--- config.mk ---
export PLATFORM = sky130hd
export DESIGN_NAME = moore_vending_ctrl
export DESIGN_NICKNAME = d
export VERILOG_FILES = /design/src/rtl/vm_pkg.sv /design/src/rtl/vm_coin_decode.sv /design/src/rtl/moore_vending_ctrl.sv
export SDC_FILE = /design/constraint.sdc
export NUM_CORES = 1
export LEC_CHECK = 0
export ABC_AREA = 1
export BUFFER_PORTS_ARGS = -buffer_cell sky130_fd_sc_hd__buf_4
export CORE_UTILIZATION = 50
export DETAILED_ROUTE_END_ITERATION = 7
export PLACE_DENSITY = 0.75
export SLEW_MARGIN = 20
export SYNTH_ARGS = -nofsm -noshare
export SYNTH_HDL_FRONTEND = slang
export SYNTH_HIERARCHICAL = 1
export SYNTH_SLANG_ARGS = --single-unit
--- constraint.sdc ---
create_clock -name clk -period 1.8 [get_ports clk]
set_clock_uncertainty 0.2 [all_clocks]
set_input_delay 0.09 -clock clk [delete_from_list [all_inputs] [get_ports clk]]
set_output_delay 0.09 -clock clk [all_outputs]
set_load 0.005 [all_outputs]
--- src/rtl/vm_pkg.sv ---
// vm_pkg: shared state encodings, coin codes and state width for the vending controller
package vm_pkg;
    localparam int STATE_W = 3;
    typedef enum logic [STATE_W-1:0] {
        ST_IDLE    = 3'd0,
        ST_COLLECT = 3'd1,
        ST_VEND    = 3'd2,
        ST_CHANGE  = 3'd3,
        ST_REFUND  = 3'd4
    } state_t;
    typedef enum logic [1:0] {
        COIN_NONE = 2'b00,
        COIN_1    = 2'b01,
        COIN_2    = 2'b10,
        COIN_3    = 2'b11
    } coin_t;
endpackage

--- src/rtl/vm_coin_decode.sv ---
// vm_coin_decode: maps a coin code to its credit value
module vm_coin_decode
    import vm_pkg::*;
#(
    parameter int COIN1    = 5,
    parameter int COIN2    = 10,
    parameter int COIN3    = 25,
    parameter int CREDIT_W = 6
) (
    input  logic [1:0]          coin_in,
    output logic [CREDIT_W-1:0] value
);
    always_comb
        value = coin_in == COIN_1 ? CREDIT_W'(COIN1) :
                coin_in == COIN_2 ? CREDIT_W'(COIN2) :
                coin_in == COIN_3 ? CREDIT_W'(COIN3) : '0;
endmodule

--- src/rtl/moore_vending_ctrl.sv ---
// moore_vending_ctrl: Moore vending FSM that collects coins, vends at PRICE and pays change/refunds in unit coins
module moore_vending_ctrl
    import vm_pkg::*;
#(
    parameter int PRICE    = 15,
    parameter int COIN1    = 5,
    parameter int COIN2    = 10,
    parameter int COIN3    = 25,
    parameter int CREDIT_W = 6
) (
    input  logic                clk,
    input  logic                reset,
    input  logic [1:0]          coin_in,
    input  logic                cancel,
    input  logic                coin_out_ready,
    output logic                vend,
    output logic                coin_out_valid,
    output logic                busy,
    output logic [CREDIT_W-1:0] credit,
    output logic [STATE_W-1:0]  state
);
    localparam logic [CREDIT_W-1:0] P = CREDIT_W'(PRICE);
    localparam logic [CREDIT_W-1:0] U = CREDIT_W'(COIN1);
    localparam int MAX_HI = COIN2 > COIN3 ? COIN2 : COIN3;
    if (COIN1 <= 0 || PRICE <= 0 || PRICE % COIN1 != 0 || COIN2 % COIN1 != 0 || COIN3 % COIN1 != 0) begin : g_bad_coin
        $error("moore_vending_ctrl: PRICE/COIN2/COIN3 must be positive multiples of COIN1");
    end
    if (PRICE - COIN1 + MAX_HI >= 2 ** CREDIT_W) begin : g_bad_width
        $error("moore_vending_ctrl: CREDIT_W too narrow for worst-case credit");
    end
    state_t                st, nxt;
    logic [CREDIT_W-1:0]   credit_q, nxt_credit, coin_val, sum;
    vm_coin_decode #(
        .COIN1(COIN1), .COIN2(COIN2), .COIN3(COIN3), .CREDIT_W(CREDIT_W)
    ) u_decode (
        .coin_in(coin_in),
        .value  (coin_val)
    );
    always_comb begin
        sum        = credit_q + coin_val;
        nxt        = st;
        nxt_credit = credit_q;
        case (st)
            ST_IDLE: begin
                nxt_credit = coin_val;
                nxt        = coin_in == COIN_NONE ? ST_IDLE : coin_val >= P ? ST_VEND : ST_COLLECT;
            end
            ST_COLLECT: begin
                nxt_credit = sum;
                nxt        = cancel ? ST_REFUND : sum >= P ? ST_VEND : ST_COLLECT;
            end
            ST_VEND: begin
                nxt_credit = credit_q - P;
                nxt        = credit_q == P ? ST_IDLE : ST_CHANGE;
            end
            ST_CHANGE, ST_REFUND: begin
                nxt_credit = coin_out_ready ? credit_q - U : credit_q;
                nxt        = coin_out_ready && credit_q == U ? ST_IDLE : st;
            end
            default: begin
                nxt_credit = '0;
                nxt        = ST_IDLE;
            end
        endcase
    end
    // Strobes are registered from the next state so they align with the state register
    always_ff @(posedge clk or negedge reset) begin
        if (!reset) begin
            st             <= ST_IDLE;
            credit_q       <= '0;
            vend           <= 1'b0;
            coin_out_valid <= 1'b0;
            busy           <= 1'b0;
        end else begin
            st             <= nxt;
            credit_q       <= nxt_credit;
            vend           <= nxt == ST_VEND;
            coin_out_valid <= nxt == ST_CHANGE || nxt == ST_REFUND;
            busy           <= nxt == ST_VEND || nxt == ST_CHANGE || nxt == ST_REFUND;
        end
    end
    assign credit = credit_q;
    assign state  = st;
endmodule

## Word-level counts from Yosys, hierarchy flattened

Index checks and enable logic that the tools add are counted.

- Register bits after elaboration: 12
- Input bits: 6
- Output and inout port bits: 12
- Logic and storage cells: 42

- $add $sub $neg: 3
- Order comparisons: 2
- Equality and inequality tests: 13
- Muxes and demuxes: 12
- Reduce and logical (&&, ||, !) cells: 7

Operators with widths:

| cell | number |
|---|---|
| case mux 6 bit (4 select lines) | 1 |
| 2-to-1 mux 6 bit | 3 |
| == test 3 x 2 -> 1 bit, second input constant | 4 |
| greater-or-equal comparator 6 x 4 -> 1 bit, second input constant | 2 |
| case mux 3 bit (4 select lines) | 1 |
| 2-to-1 mux 2 bit | 4 |
| adder 6 bit | 1 |
| == test 3 bit, second input constant | 2 |
| == test 6 x 3 -> 1 bit, second input constant | 1 |
| == test 6 x 4 -> 1 bit, second input constant | 1 |
| 2-to-1 mux 3 bit | 2 |
| subtractor 6 x 3 -> 6 bit, second input constant | 1 |
| subtractor 6 x 4 -> 6 bit, second input constant | 1 |
| 2-to-1 mux 5 bit | 1 |
| == test 2 bit, second input constant | 2 |
| == test 3 x 1 -> 1 bit, second input constant | 1 |
| zero test 3 bit | 1 |
| logical OR 1 bit | 3 |
| == test 2 x 1 -> 1 bit, second input constant | 1 |
| zero test 2 bit | 1 |
| inequality test 2 bit, second input constant | 1 |
| OR reduction 2 bit | 1 |
| logical AND 1 bit | 1 |

## Longest topological paths before layout

- Depth in word-level cells: 12
- Gate-level depth with buffers: 12
- Gate-level depth less buffers: 12

## Modules after synthesis

The synthesis kept the hierarchy.

By module, submodules not included:

| module | instances | cells each | area an instance (um2) | seq. area each (um2) |
|---|---|---|---|---|
| moore_vending_ctrl | 1 | 165 | 1,089.8 | 300.3 |
| vm_coin_decode | 1 | 10 | 41.3 | 0.0 |

## Worst setup path after synthesis

OpenSTA, ideal clock, no wires.

- Kind: register to register
- Start point: register credit_q[0] (netlist: credit[0])
- End point: register vend
- Library setup time: 0.135 ns
- Arrival time: 1.671 ns
- Data required time: 1.465 ns
- Path slack: -0.206 ns
- Cell stages (with the launch flop): 9
- Path buffers: 0
- Period minus slack after synthesis: 2.006 ns
- Cells stage by stage: dfrtp_1 > ha_1 > fa_1 > nand3_1 > nand2_1 > xnor2_1 > nand3_1 > nand2_1 > o21ai_0

- Longest elaborated chain between the ends: 6
- Elaborated cells between the ends (all ways): 11
- Those cells by class: add/sub: 1; order compare: 1; eq/ne: 3; mux: 5; reduce/logical: 1

RTL lines:

| what | RTL line | text |
|---|---|---|
| start, declared | moore_vending_ctrl.sv:32 | `logic [CREDIT_W-1:0] credit_q, nxt_credit, coin_val, sum;` |
| start signal, assigned | moore_vending_ctrl.sv:76 | `credit_q <= nxt_credit;` |
| adder 6 bit | moore_vending_ctrl.sv:40 | `sum = credit_q + coin_val;` |
| greater-or-equal comparator 6 x 4 -> 1 bit | moore_vending_ctrl.sv:50 | `nxt = cancel ? ST_REFUND : sum >= P ? ST_VEND : ST_COLLECT;` |
| 2-to-1 mux 2 bit | moore_vending_ctrl.sv:50 |  |
| 2-to-1 mux 3 bit | moore_vending_ctrl.sv:50 |  |
| case mux 3 bit (4 select lines) (*) | moore_vending_ctrl.sv:43 | `case (st)` |
| == test 3 x 2 -> 1 bit (*) | moore_vending_ctrl.sv:77 | `vend <= nxt == ST_VEND;` |
| end signal, assigned | moore_vending_ctrl.sv:71 | `vend <= 1'b0;` |
| end signal, assigned | moore_vending_ctrl.sv:77 |  |
| end, declared | moore_vending_ctrl.sv:16 | `output logic vend,` |

Every way passes the cells marked *; elsewhere a longest branch is shown, timed or not.
A chain may end at the register's enable or synchronous reset.

## Worst setup path after layout

- Start point: register credit_q[0] (netlist: credit[0])
- End point: register st[0] (netlist: state[0])

- Longest elaborated chain between the ends: 5
- Elaborated cells between the ends (all ways): 10
- Those cells by class: add/sub: 1; order compare: 1; eq/ne: 2; mux: 5; reduce/logical: 1

RTL lines:

| what | RTL line | text |
|---|---|---|
| adder 6 bit | moore_vending_ctrl.sv:40 |  |
| greater-or-equal comparator 6 x 4 -> 1 bit | moore_vending_ctrl.sv:50 |  |
| 2-to-1 mux 2 bit | moore_vending_ctrl.sv:50 |  |
| 2-to-1 mux 3 bit | moore_vending_ctrl.sv:50 |  |
| case mux 3 bit (4 select lines) (*) | moore_vending_ctrl.sv:43 |  |
| named net nxt[0] | moore_vending_ctrl.sv:31 | `state_t st, nxt;` |
| end signal, assigned | moore_vending_ctrl.sv:75 | `st <= nxt;` |
| end, declared | moore_vending_ctrl.sv:31 |  |

The timed path passes the listed nets; every way through them passes the cells marked *.

==> impl_metrics.yaml <==
clocking:
  cts_root_buffer: "clkbuf_4"
  cts_tree: "done"
  clk_pin_slew_ns: 0.09
  clock_path_buffers: 2
  htreeDepth: 1
  cts_num_sinks: 12
  clock_latency_ns: 0.29
  cts_buffers: 3
die:
  fp-row-count: 16
  dieArea_um2: 2460
  io_pins: 18
  start_util_pct: 55.4
  die_w_um: 49.6
  fp.coreArea_um2: 2040
  die_height_um: 49.6
yosys:
  yosys.area_share.simple_pct: 38.8
  synth_mux_area_share_pct: 0
  synth_fp_nets: 190
  synth_top_family_by_area: "simple AND/OR/NAND/NOR gates"
  yosysTopAreaCellShare_pct: 26.5
  ys_ff_latch: 12
  synth_compound_area_share_pct: 9.51
  yosys.area_share.adder_pct: 10.6
  avgSynthCellArea_um2: 6.46
  synthDistinctLibCells: 28
  synth_area_leaders: "dfrtp_1 27%, nand2_1 17%, nand3_1 11%"
  synth.yosys.seq_area_share_pct: 26.5
  synth_top_area_cell: "dfrtp_1"
  yosys.area_share.xor_xnor_pct: 3.10
  netlist_area_um2: 1130
  syn_inst: 175
  yosys_warnings: 6
detailed_routing:
  wirelength_um: 3350
  routed.top_layer: "met4"
  wl_met2_um: 1660
  drt-vias-per-instance: 5.60
  drt-initial-drc-count: 62
  met3WireLength_um: 244
  drt-met1-wl_um: 1310
  final_antenna_net_count: 0
  avgRoutedWirePerCell_um: 14.3
  drtPass1Iterations: 4
  vias: 1310
  drcViolationCount: 0
placed_design:
  pre_cts_ws_ns: -0.113
  placed_area_um2: 1370
  io_buffers: 17
  gp_congestion: 0.919
  dp_hpwl_um: 2300
worst_setup_path:
  cp_slowest_stage_delay_ns: 0.44
  crit_required_ns: 1.80
  crit_buf_inv: 1
  path_max_fanout: 3
  critPathTopFamily: "adder cells"
  cp.depth: 8
  crit_chain: "ha_4 > fa_2 > nand3_2 > nand2_2 > xnor2_2 > buf_4 > nand4_1 > o211ai_1"
  path_class: "register to register"
  end_kind: "register"
  r2r_cells: 8
  critPathLaunchType: "register"
  worstPathArrival_ns: 1.93
  cp_slowest_cell: "dfrtp_2"
global_route:
  grt_max_degree: 13
  grt_pass1_wl_um: 5590
  grt_overflow: 0
  antenna_found_initial: 0
  track_usage_pct: 29.9
  grt_pass1_vias: 1268
finish:
  layout-drive-gt1-share_pct: 28.5
  final_core_util_pct: 75.4
  fin_area_um2: 1540
  syn2layout_area_growth_pct: 36.2
  n_antenna_cell: 0
  final_nets: 223
timing:
  fin_crit_sh_pct: 107
  setup_viol: 6
  fin_crit_ns: 1.93
  timing.final.ws_setup_ns: -0.126
  timing.hold.ws_ns: 0.0166
  hold_violations: 0
  worst_slew_pin_slew_ns: 0.603
  maxSlewViolCount: 0
  fmax_mhz: 519
  final.setup.tns_ns: -0.614
  rsz0062_at_grt: "yes"
  slew_headroom_pct: 59.7
run_status:
  status: "complete, but fails checks"
  violations: "negative setup slack"
worst_hold_path:
  hold_path_depth: 3
  hold_path.class: "input pin to register"
power_and_ir_drop:
  peakVddDrop_mv: 1.24
  p_leak_nw: 0.772
  p_per_area_nw_per_um2: 1810
job:
  cap_violations: 0
power breakdown:
part	leakage (nW)	switching (mW)	internal, mW	total [mW]
Sequential	0.147	0.148	0.412	0.559
Combinational	0.604	1.10	0.908	2.00
Clock	0.0210	0.107	0.123	0.230
Total	0.772	1.35	1.44	2.79
layout make-up:
type | instances | area (um^2)
Clock buffer | 4 | 36.3
Fill cell | 167 | 502
Inverter | 25 | 93.8
Multi-Input combinational cell | 133 | 816
Sequential cell | 12 | 303
Tap cell | 27 | 33.8
Timing Repair Buffer | 33 | 258
flip-flops by register name, indices dropped and copies added, names as in the netlist:
register / flops
credit: 6
coin_out_valid: 1
vend: 1
state: 3
busy: 1
final timing paths:
kind	from	end	slack, ns
worst min-delay path	coin_in[0]	vend$_DFF_PN0_	0.02
worst max-delay path	credit[0]$_DFFE_PN0P_	state[0]$_DFF_PN0_	-0.13
worst max register to register	credit[0]$_DFFE_PN0P_	state[0]$_DFF_PN0_	-0.13
min in group asynchronous	reset	credit[4]$_DFFE_PN0P_	0.67
worst min register to register	credit[5]$_DFFE_PN0P_	credit[5]$_DFFE_PN0P_	0.42
max in group asynchronous	reset	credit[0]$_DFFE_PN0P_	0.31
worst register-to-register path, delay by kind of cell, from the launching register on:
family,cells,cell delay [ns]
XOR/XNOR,1,0.19
AND/OR/NAND/NOR,3,0.24
buffers and inverters,1,0.14
flip-flops,1,0.44
adder cells (fa/ha/maj),2,0.55
AO/OA/AOI/OAI,1,0.09
layer usage:
layer	global-route usage [%]	vias to the layer above
li1	-	632
met1	35.3	587
met2	55.0	63
met3	5.86	28
met4	6.67	0
met5	0	-
per-stage QoR:
stage	total power, mW	std cells
2_1_floorplan	1.71	175
3_3_place_gp	2.25	224
3_5_place_dp	2.30	224
4_1_cts	2.62	232
5_1_grt	3.04	234
6_report	2.79	234
cells in the final DEF (no fill, tap or decap), drive strengths merged:
cell	n
buf	29
o21ai	13
dfrtp	12
inv	25
nor3	2
or2	1
a32oi	1
conb	1
nand3	24
nand2	51
a21oi	2
nand4	6
clkbuf	4
o2111ai	1
o211ai	2
xnor2	3
dlygate4sd3	4
nor2	15
ha	8
xor2	1
fa	1
nand3b	1
synthesized netlist by cell type:
cell       count
nand2_1       50
a21oi_1        2
clkbuf_1       2
dfrtp_1       12
a32oi_1        1
buf_2          1
nor3_1         1
ha_1           8
buf_6          1
nand3_1       24
xnor2_1        3
xor2_1         1
o21ai_0        4
o21ai_1        9
nor3_2         1
nand3b_1       1
conb_1         1
nor2_1        14
o211ai_1       2
nand4_1        6
or2_2          1
nor2_2         1
inv_2          2
buf_4          1
o2111ai_1      1
fa_1           1
inv_1         23
nand2_2        1
logic make-up (layout without fill, tap and decap cells):
| kind of cell | count (synthesis) | count (layout) |
|---|---|---|
| fa+ha+maj | 9 | 9 |
| simple gates | 100 | 100 |
| flops | 12 | 12 |
| buf+inv | 30 | 62 |
| xor+xnor | 4 | 4 |
| compound gates | 19 | 19 |
| other cells | 1 | 1 |
what timing repair did:
item,in CTS,in global routing
pin swaps,5,7
hold endpoints to repair,21,0
setup buffers,0,2
gates cloned,0,0
gates resized for setup,6,10
hold buffers,4,0
setup endpoints to repair,7,9
Power figures use the tool's default switching activity.
